`src/rtl/watchdog_ctrl_pkg.sv`:
```
// watchdog_ctrl_pkg: shared io address map, unlock FSM states, STAT bit indices and default keys.
package watchdog_ctrl_pkg;
    typedef enum logic [2:0] {
        A_CNT_L, A_CNT_H, A_RLD_L, A_RLD_H, A_CFG, A_KEY, A_KICK, A_STAT
    } io_addr_e;
    typedef enum logic [1:0] {LOCKED, KEY1_SEEN, UNLOCKED} state_e;
    localparam int STAT_UNLOCKED   = 0;
    localparam int STAT_KEY_FAULT  = 1;
    localparam int STAT_LOCK_FAULT = 2;
    localparam int STAT_KICK_FAULT = 3;
    localparam int STAT_WIN_FAULT  = 4;
    localparam logic [7:0] DEF_KEY1     = 8'h55;
    localparam logic [7:0] DEF_KEY2     = 8'hAA;
    localparam logic [7:0] DEF_KICK_KEY = 8'hA5;
    localparam int         DEF_UNLOCK_TO = 16;
endpackage

```
`src/rtl/watchdog_unlock_fsm.sv`:
```
// watchdog_unlock_fsm: two-key unlock sequencer with relock timeout; key_fault is a
// combinational pulse for a wrong second key.
module watchdog_unlock_fsm import watchdog_ctrl_pkg::*; #(
    parameter logic [7:0] KEY1      = DEF_KEY1,
    parameter logic [7:0] KEY2      = DEF_KEY2,
    parameter int         UNLOCK_TO = DEF_UNLOCK_TO
) (
    input  logic       clk,
    input  logic       reset,
    input  logic       key_wr,
    input  logic [7:0] key_data,
    input  logic       commit,
    output logic       unlocked,
    output logic       key_fault
);
    localparam int TW = $clog2(UNLOCK_TO + 1);
    localparam logic [TW-1:0] TO_LOAD = TW'(UNLOCK_TO - 1);
    state_e state, state_nxt;
    logic [TW-1:0] timer, timer_nxt;
    always_ff @(posedge clk) begin
        if (reset) begin
            state <= LOCKED;
            timer <= '0;
        end else begin
            state <= state_nxt;
            timer <= timer_nxt;
        end
    end
    // Timer counts the cycles remaining in a keyed state; zero means this is the last one.
    always_comb begin
        state_nxt = state;
        timer_nxt = timer == '0 ? timer : timer - 1'b1;
        key_fault = 1'b0;
        case (state)
            LOCKED: begin
                if (key_wr && key_data == KEY1) begin
                    state_nxt = KEY1_SEEN;
                    timer_nxt = TO_LOAD;
                end
            end
            KEY1_SEEN: begin
                if (key_wr && key_data == KEY2) begin
                    state_nxt = UNLOCKED;
                    timer_nxt = TO_LOAD;
                end else if (key_wr) begin
                    state_nxt = LOCKED;
                    key_fault = 1'b1;
                end else if (timer == '0) begin
                    state_nxt = LOCKED;
                end
            end
            UNLOCKED: state_nxt = (commit || timer == '0) ? LOCKED : UNLOCKED;
            default: state_nxt = LOCKED;
        endcase
    end
    assign unlocked = state == UNLOCKED;
endmodule

```
`src/rtl/watchdog_ctrl.sv`:
```
// watchdog_ctrl: 8-bit io front end and access guard for the watchdog timer.
// Define WATCHDOG_CTRL_WINDOW_EN to add the early-kick window (win_hi at address 7).
module watchdog_ctrl import watchdog_ctrl_pkg::*; #(
    parameter logic [7:0] KEY1      = DEF_KEY1,
    parameter logic [7:0] KEY2      = DEF_KEY2,
    parameter logic [7:0] KICK_KEY  = DEF_KICK_KEY,
    parameter int         UNLOCK_TO = DEF_UNLOCK_TO
) (
    input  logic        clk,
    input  logic        reset,
    input  logic [2:0]  io_addr,
    input  logic [7:0]  io_wdata,
    input  logic        io_wr,
    input  logic        io_rd,
    output logic [7:0]  io_rdata,
    input  logic [15:0] counter_out,
    input  logic [15:0] reload_out,
    input  logic [7:0]  config_out,
    output logic [15:0] counter_in,
    output logic [15:0] reload_in,
    output logic [7:0]  config_in,
    output logic [1:0]  counter_write,
    output logic [1:0]  reload_write,
    output logic        config_write,
    output logic        trap_req
);
    io_addr_e addr;
    logic unlocked, key_fault, wr_rld_l, wr_rld_h, wr_cfg, wr_win, wr_kick;
    logic guarded, commit, kick_ok, win_early, rld_go, cfg_go;
    logic [7:0] staging, shadow, sticky, faults, stat, rd_val;
    assign addr     = io_addr_e'(io_addr);
    assign wr_rld_l = io_wr && addr == A_RLD_L;
    assign wr_rld_h = io_wr && addr == A_RLD_H;
    assign wr_cfg   = io_wr && addr == A_CFG;
    assign wr_kick  = io_wr && addr == A_KICK;
`ifdef WATCHDOG_CTRL_WINDOW_EN
    logic [7:0] win_hi;
    assign wr_win    = io_wr && addr == A_STAT;
    assign win_early = counter_out < {win_hi, 8'h00};
    always_ff @(posedge clk) begin
        if (reset) win_hi <= '0;
        else if (wr_win && unlocked) win_hi <= io_wdata;
    end
`else
    assign wr_win    = 1'b0;
    assign win_early = 1'b0;
`endif
    assign guarded = wr_rld_l || wr_rld_h || wr_cfg || wr_win;
    assign commit  = unlocked && (wr_rld_h || wr_cfg || wr_win);
    assign rld_go  = unlocked && wr_rld_h;
    assign cfg_go  = unlocked && wr_cfg;
    assign kick_ok = wr_kick && io_wdata == KICK_KEY && !win_early;
    assign stat    = sticky | {7'b0, unlocked};
    watchdog_unlock_fsm #(.KEY1(KEY1), .KEY2(KEY2), .UNLOCK_TO(UNLOCK_TO)) u_fsm (
        .clk(clk), .reset(reset), .key_wr(io_wr && addr == A_KEY), .key_data(io_wdata),
        .commit(commit), .unlocked(unlocked), .key_fault(key_fault)
    );
    always_comb begin
        faults = '0;
        faults[STAT_KEY_FAULT]  = key_fault;
        faults[STAT_LOCK_FAULT] = guarded && !unlocked;
        faults[STAT_KICK_FAULT] = wr_kick && io_wdata != KICK_KEY;
        faults[STAT_WIN_FAULT]  = wr_kick && io_wdata == KICK_KEY && win_early;
    end
    always_comb begin
        rd_val = '0;
        case (addr)
            A_CNT_L: rd_val = counter_out[7:0];
            A_CNT_H: rd_val = shadow;
            A_RLD_L: rd_val = reload_out[7:0];
            A_RLD_H: rd_val = reload_out[15:8];
            A_CFG:   rd_val = config_out;
            A_STAT:  rd_val = stat;
            default: rd_val = '0;
        endcase
    end
    // A fault raised in the same cycle as a STAT read survives the clear.
    always_ff @(posedge clk) begin
        if (reset) begin
            io_rdata      <= '0;
            shadow        <= '0;
            staging       <= '0;
            sticky        <= '0;
            trap_req      <= 1'b0;
            counter_write <= '0;
            counter_in    <= '0;
            reload_write  <= '0;
            reload_in     <= '0;
            config_write  <= 1'b0;
            config_in     <= '0;
        end else begin
            io_rdata      <= io_rd ? rd_val : io_rdata;
            shadow        <= (io_rd && addr == A_CNT_L) ? counter_out[15:8] : shadow;
            staging       <= (wr_rld_l && unlocked) ? io_wdata : staging;
            sticky        <= ((io_rd && addr == A_STAT) ? 8'h00 : sticky) | faults;
            trap_req      <= |faults;
            counter_write <= {2{kick_ok}};
            counter_in    <= kick_ok ? reload_out : '0;
            reload_write  <= {2{rld_go}};
            reload_in     <= rld_go ? {io_wdata, staging} : '0;
            config_write  <= cfg_go;
            config_in     <= cfg_go ? io_wdata : '0;
        end
    end
endmodule
```
`config.mk`:
```
export PLATFORM = sky130hd
export DESIGN_NAME = watchdog_ctrl
export DESIGN_NICKNAME = d
export VERILOG_FILES = /design/src/rtl/watchdog_ctrl_pkg.sv /design/src/rtl/watchdog_unlock_fsm.sv /design/src/rtl/watchdog_ctrl.sv
export SDC_FILE = /design/constraint.sdc
export NUM_CORES = 1
export LEC_CHECK = 0
export BUFFER_PORTS_ARGS = -buffer_cell sky130_fd_sc_hd__buf_4
export CAP_MARGIN = 20
export CORE_MARGIN = 4
export CORE_UTILIZATION = 44
export DETAILED_ROUTE_END_ITERATION = 6
export GPL_TIMING_DRIVEN = 0
export HOLD_SLACK_MARGIN = 0.02
export PLACE_DENSITY = 0.72
export SYNTH_ARGS = -nofsm -noshare
export SYNTH_HDL_FRONTEND = slang
export SYNTH_SLANG_ARGS = --single-unit
```
`constraint.sdc`:
```
create_clock -name clk -period 1.5 [get_ports clk]
set_clock_uncertainty 0.05 [all_clocks]
set_input_delay 0.225 -clock clk [delete_from_list [all_inputs] [get_ports clk]]
set_output_delay 0.225 -clock clk [all_outputs]
set_load 0.01 [all_outputs]
```
# After elaboration in Yosys (flattened, before gate mapping)
# Index checks and enable logic that the tools add are counted.
word_totals:
  elab_cells: 78
  output_inout_bits: 54
  ff_bits: 83
  input_bits: 55
classes:
  n_bitwise: 5
  mux: 15
  addsub: 1
  reduce_logical: 29
  n_eq_ne: 15
ops:
  columns: ["op", "count"]
  rows:
  - ["case mux 8 bit (6 select lines)", 1]
  - ["equality test 8 bit (second input constant)", 2]
  - ["logical AND 1 bit", 16]
  - ["2-to-1 mux 5 bit", 3]
  - ["equality test 3 bit (second input constant)", 4]
  - ["2-to-1 mux 2 bit", 5]
  - ["case mux 5 bit (2 select lines)", 1]
  - ["equality test 8 x 7 -> 1 bit (second input constant)", 1]
  - ["2-to-1 mux 8 bit", 1]
  - ["!= test 8 bit (second input constant)", 1]
  - ["OR 8 x 1 -> 8 bit", 1]
  - ["OR 8 x 4 -> 8 bit", 1]
  - ["equality test 3 x 2 -> 1 bit (second input constant)", 2]
  - ["case mux 2 bit (3 select lines)", 1]
  - ["OR reduction 2 bit", 3]
  - ["logical NOT 5 bit", 1]
  - ["subtractor 5 x 1 -> 5 bit (second input constant)", 1]
  - ["logical OR 1 bit", 4]
  - ["!= test 4 x 1 -> 1 bit (second input constant)", 1]
  - ["equality test 3 x 1 -> 1 bit (second input constant)", 1]
  - ["logical NOT 3 bit", 1]
  - ["2-to-1 mux 1 bit", 3]
  - ["NOT 1 bit", 3]
  - ["OR reduction 3 bit", 1]
  - ["6 further kinds", 6]

# Longest topological paths before layout
logic_depth:
  depth_word: 7
  mapped_depth: 7

# By module
# A second synthesis with hierarchy kept.
hier_totals:
  hier_cells: 307
  hier_area_um2: 3067.9
modules_own_cells:
  columns: ["module", "instances", "area_per_inst_um2", "cells_each", "seq_area_each_um2"]
  rows:
  - ["watchdog_ctrl", 1, 2650.0, 263, 1421.4]
  - ["watchdog_unlock_fsm", 1, 417.9, 44, 140.1]

# Least setup slack after synthesis
# No wires, ideal clock.
synth_timing:
  path_type: "flip-flop to flip-flop"
  from: "register u_fsm.timer[0]"
  to: "register u_fsm.timer[1]"
  t_arrival_ns: 1.338
  synth_period_minus_slack_ns: 1.519
  stages_incl_launch_ff: 7
  path_slack_ns: -0.019
  required_ns: 1.318
  path_cell_list: "dfxtp_1 inv_1 ha_1 or4b_1 clkbuf_1 o21ai_0 a21oi_1"
synth_between:
  elab_chain_len: 4
  elab_cells_between_ends: 6
  cone_classes: "add/sub (1); mux (4); reduce/logical (1)"
synth_lines:
  columns: ["element", "line", "text"]
  rows:
  - ["start, declared", "watchdog_unlock_fsm.sv:19", "logic [TW-1:0] timer, timer_nxt;"]
  - ["start signal, assigned", "watchdog_unlock_fsm.sv:26", "timer <= timer_nxt;"]
  - ["subtractor 5 x 1 -> 5 bit or logical NOT 5 bit (tied branches)", "watchdog_unlock_fsm.sv:32", "timer_nxt = timer == '0 ? timer : timer - 1'b1;"]
  - ["2-to-1 mux 5 bit (*)", "watchdog_unlock_fsm.sv:32", null]
  - ["2-to-1 mux 5 bit (on tied branches)", "watchdog_unlock_fsm.sv:42, watchdog_unlock_fsm.sv:36", null]
  - ["case mux 5 bit (2 select lines) (*)", "watchdog_unlock_fsm.sv:34", "case (state)"]
# Mark *: on every way between the ends. The rest lies on a longest branch, timed or not.
# A chain may end at the register's enable or synchronous reset.

# Worst setup path after layout
layout_timing:
  from: "register u_fsm.timer[1]"
  to: "register u_fsm.timer[0]"
layout_between:
  elab_chain_len: 4
  elab_cells_between_ends: 5
  cone_classes: "mux (4); reduce/logical (1)"
layout_lines:
  columns: ["element", "line"]
  rows:
  - ["logical NOT 5 bit (*)", "watchdog_unlock_fsm.sv:32"]
  - ["2-to-1 mux 5 bit (*)", "watchdog_unlock_fsm.sv:32"]
  - ["2-to-1 mux 5 bit (on tied branches)", "watchdog_unlock_fsm.sv:42, watchdog_unlock_fsm.sv:36"]
  - ["case mux 5 bit (2 select lines) (*)", "watchdog_unlock_fsm.sv:34"]
# Marks and branches as above.

==> summary.txt <==
Outcome
  – Status: complete, but fails checks
  – Failing checks: setup timing

Drt
  – Iter 0 DRT Violations: about 100
  – Post-route ant nets: 0
  – Drt wl/cell: 15.3 um
  – TritonRoute pass-1 iters: 4
  – Detailed-route via count: roughly 2.5k
  – # DRC: 0
  – Via density: about 5
  – Total wire length: roughly 7.6 mm

STA
  – Fmax: 658 MHz
  – RSZ-0062 raised after global routing: true
  – Final hold viol count: 0
  – PnR worst setup slack: -0.0195 ns
  – Final setup violation count: 1
  – Worst-Margin Slew: 0.668 ns
  – Slew HR: a little under three fifths
  – Final Cycle Share: 101%
  – Post-layout min period: 1.52 ns
  – Final Max Tran Viols: 0

Floorplan
  – Num rows: 29
  – Boundary pin count: 109
  – Area of the die: roughly 8000 um2
  – Initial Util: a little under half
  – Core area: approximately 6500 um2
  – DIE HEIGHT: roughly 90 um
  – Die X: ~90 um

Synthesis
  – Post-Synth Simple-Gate Area: between 20% and 30%
  – Largest family of logic cells by synthesized area: simple AND/OR/NAND/NOR gates
  – Yosys top cell area share: a little over half
  – Largest area contributor in the synthesized netlist: dfxtp_1
  – Syn Inst Count: roughly 290
  – Synth async-reset ratio: 0%
  – Mean Syn Cell Area: just over 10 um2
  – Post-synthesis sequential element count: 78
  – Cell Area, Synth: 2970 um2
  – Mux share of post-synthesis cell area: under 10%
  – Adder-cell share of the synthesized area: 0.422%
  – Post-synthesis compound-gate area fraction: about 8.2%
  – Number of enable flip-flop cells after synthesis: 0
  – Register area share after synthesis: between 50% and 60%
  – Cell variety after synth: between 40 and 50
  – Top post-synthesis cells by area: dfxtp_1, and2_1, mux2i_1
  – Synth warn: 0
  – Synthesized Nets: between 300 and 400
  – Synth Flop Type: dfxtp_1
  – Xor/xnor share of the synthesized area: around 1.2%

Critical path
  – Reg-to-Reg Start: u_fsm.timer[1]
  – Top Family by Delay on Critical Path: simple AND/OR/NAND/NOR gates
  – Critical Path Source Type: flip-flop
  – Worst Path Buf+Inv: 2
  – Slowest-stage cell, CP: or4b_4
  – Critical path data required time: approximately 1.7 ns
  – Critical Path Fanout Max: 7
  – CP Class: flip-flop to flip-flop
  – Critical path, cell by cell: inv_2, ha_4, or4b_4, buf_8, xnor2_2, a21oi_1
  – Critical Path Max Stage Delay: about 0.46 ns
  – CP Launch Point: u_fsm.timer[1]
  – CP endpoint kind: flip-flop
  – CP Data Arrival Time: roughly 1.7 ns

Power
  – VDD IR-drop max: ~0.001 V
  – Total power: about 4.5 mW
  – Lkg Pwr: about 1.9 nW
  – Power per cell area: ~1100 nW/um2

Placement
  – IO Port Bufs: roughly 110
  – Final RePlAce weighted congestion: just under 0.8
  – Pre-CTS setup slack: -0.243 ns
  – Placed cells: roughly 470
  – Detailed-placement wirelength estimate: around 5.6 mm

Clock network
  – CTS tree: yes
  – Clock root cell: clkbuf_8
  – H-tree Lvls: 3
  – CTS Buffer Depth: 2
  – Clock Latency Late Sink: 0.36 ns
  – CTS sink count: 78
  – Number of CTS-inserted buffers: 9
  – Clock Pin Slew Worst Setup and Hold Paths: approximately 0.080 ns

Cells and area
  – Diodes inserted: 0
  – # nets final: approximately 470
  – Final Util: between 60% and 70%
  – Post-Layout Cell Count: 499
  – Area Overhead vs Synth: 41.5%
  – Layout cell share with drive strength beyond 1: around 37%

GRT
  – Vias in the first global route: roughly 2.6k
  – Largest net degree at the start of global routing: 14
  – Gr usage total: around 19%
  – Initial antenna violation count: 0
  – First-pass GRT wire length: 12.5 mm
  – Grt total ovfl: 0

Worst hold path
  – Hold path startpoint: reload_out[1]
  – Worst Hold Class: input port to flip-flop

Job
  – Max Cap Viol: 0
-- synth_stat cells (2+ instances only) --
master,number
dfxtp_1,78
and2_1,41
nand2_1,33
a21oi_1,22
mux2i_1,14
nor2_1,13
nand3_1,9
o21ai_0,7
a32o_1,6
buf_2,6
clkbuf_1,4
nand4_1,4
nor4bb_1,4
buf_6,3
inv_1,3
mux4_1,3
nand3b_1,3
nor2b_1,3
or2_0,3
xor2_1,3
and2b_1,2
buf_4,2
mux4_2,2
nor3b_1,2
o211ai_1,2
-- area by class of cell --
type	count	area (um2)
inverters	3	11.3
flip-flops and latches	78	1560
plain buffers	16	114
clock inverters	6	38.8
well taps	77	96.3
repair buffers	117	891
clock buffers	10	128
fillers	527	2260
multi-input cells	192	1360
-- per-stage QoR --
step,setup TNS [ns],hold slack (ns),area (um2)
global route,-0.172,0.0242,4200
floorplan,0,0.263,2970
global placement,-6.86,0.382,3870
detailed placement,-7.31,0.391,3870
CTS,-0.000755,0.0206,4130
finish,-0.0195,0.0261,4200
-- state kept, by name (all words and copies together), names as in the netlist --
register       count
counter_in        16
reload_in         16
config_in          8
io_rdata           8
shadow             8
staging            8
u_fsm.timer        5
sticky             3
u_fsm.state        2
config_write       1
counter_write      1
reload_write       1
trap_req           1
-- layout by cell type, fill, tap and decap left out, drive strengths merged, types with 2 or more instances in the layout --
master / n
o21ai: 7
o211ai: 2
a21oi: 22
nor2b: 3
buf: 125
nand3: 9
and2: 41
nor2: 14
or2: 3
inv: 3
dfxtp: 78
clkbuf: 13
nand2: 33
mux4: 5
clkinvlp: 2
and2b: 2
clkinv: 4
mux2i: 14
a32o: 6
dlygate4sd3: 5
nand4: 4
nor3b: 2
nand3b: 3
nor3: 3
nor4bb: 4
xor2: 3
-- final timing paths --
check | end | slack, ns | cells past startpoint
worst max-delay path | u_fsm.timer[0] | -0.02 | 6
worst min-delay path | counter_in[1] | 0.03 | 2
worst max register to register | u_fsm.timer[0] | -0.02 | 6
worst min register to register | reload_in[6] | 0.40 | 1
-- logic make-up after synthesis --
logic type	count (synthesis)
compound gates	40
xor+xnor	4
fa+ha+maj	1
buf+inv	19
flops	78
mux	19
simple gates	128
-- per-layer routing --
layer	share of wire, %	up-vias	global-route usage [%]
met2	49	74	31.3
met1	44	1191	23.7
met5	0	-	0
li1	-	1251	-
met3	5.7	13	6.09
met4	1.7	0	7.40
-- timing repair --
action / CTS / global route
endpoints found under the hold margin: 2 / 3
pin swaps: 6 / 1
hold buffers: 2 / 3
gates resized for setup: 13 / 10
setup endpoints to repair: 15 / 39
buffers inserted: 4 / 1
-- report_power, final --
part / switching [mW] / leakage, nW / internal (mW)
Combinational: 0.406 / 1.21 / 0.524
Clock: 0.774 / 0.0820 / 0.594
Sequential: 0.0566 / 0.631 / 2.15
Total: 1.24 / 1.92 / 3.26
Note: power is estimated with default switching activity, not from simulation.
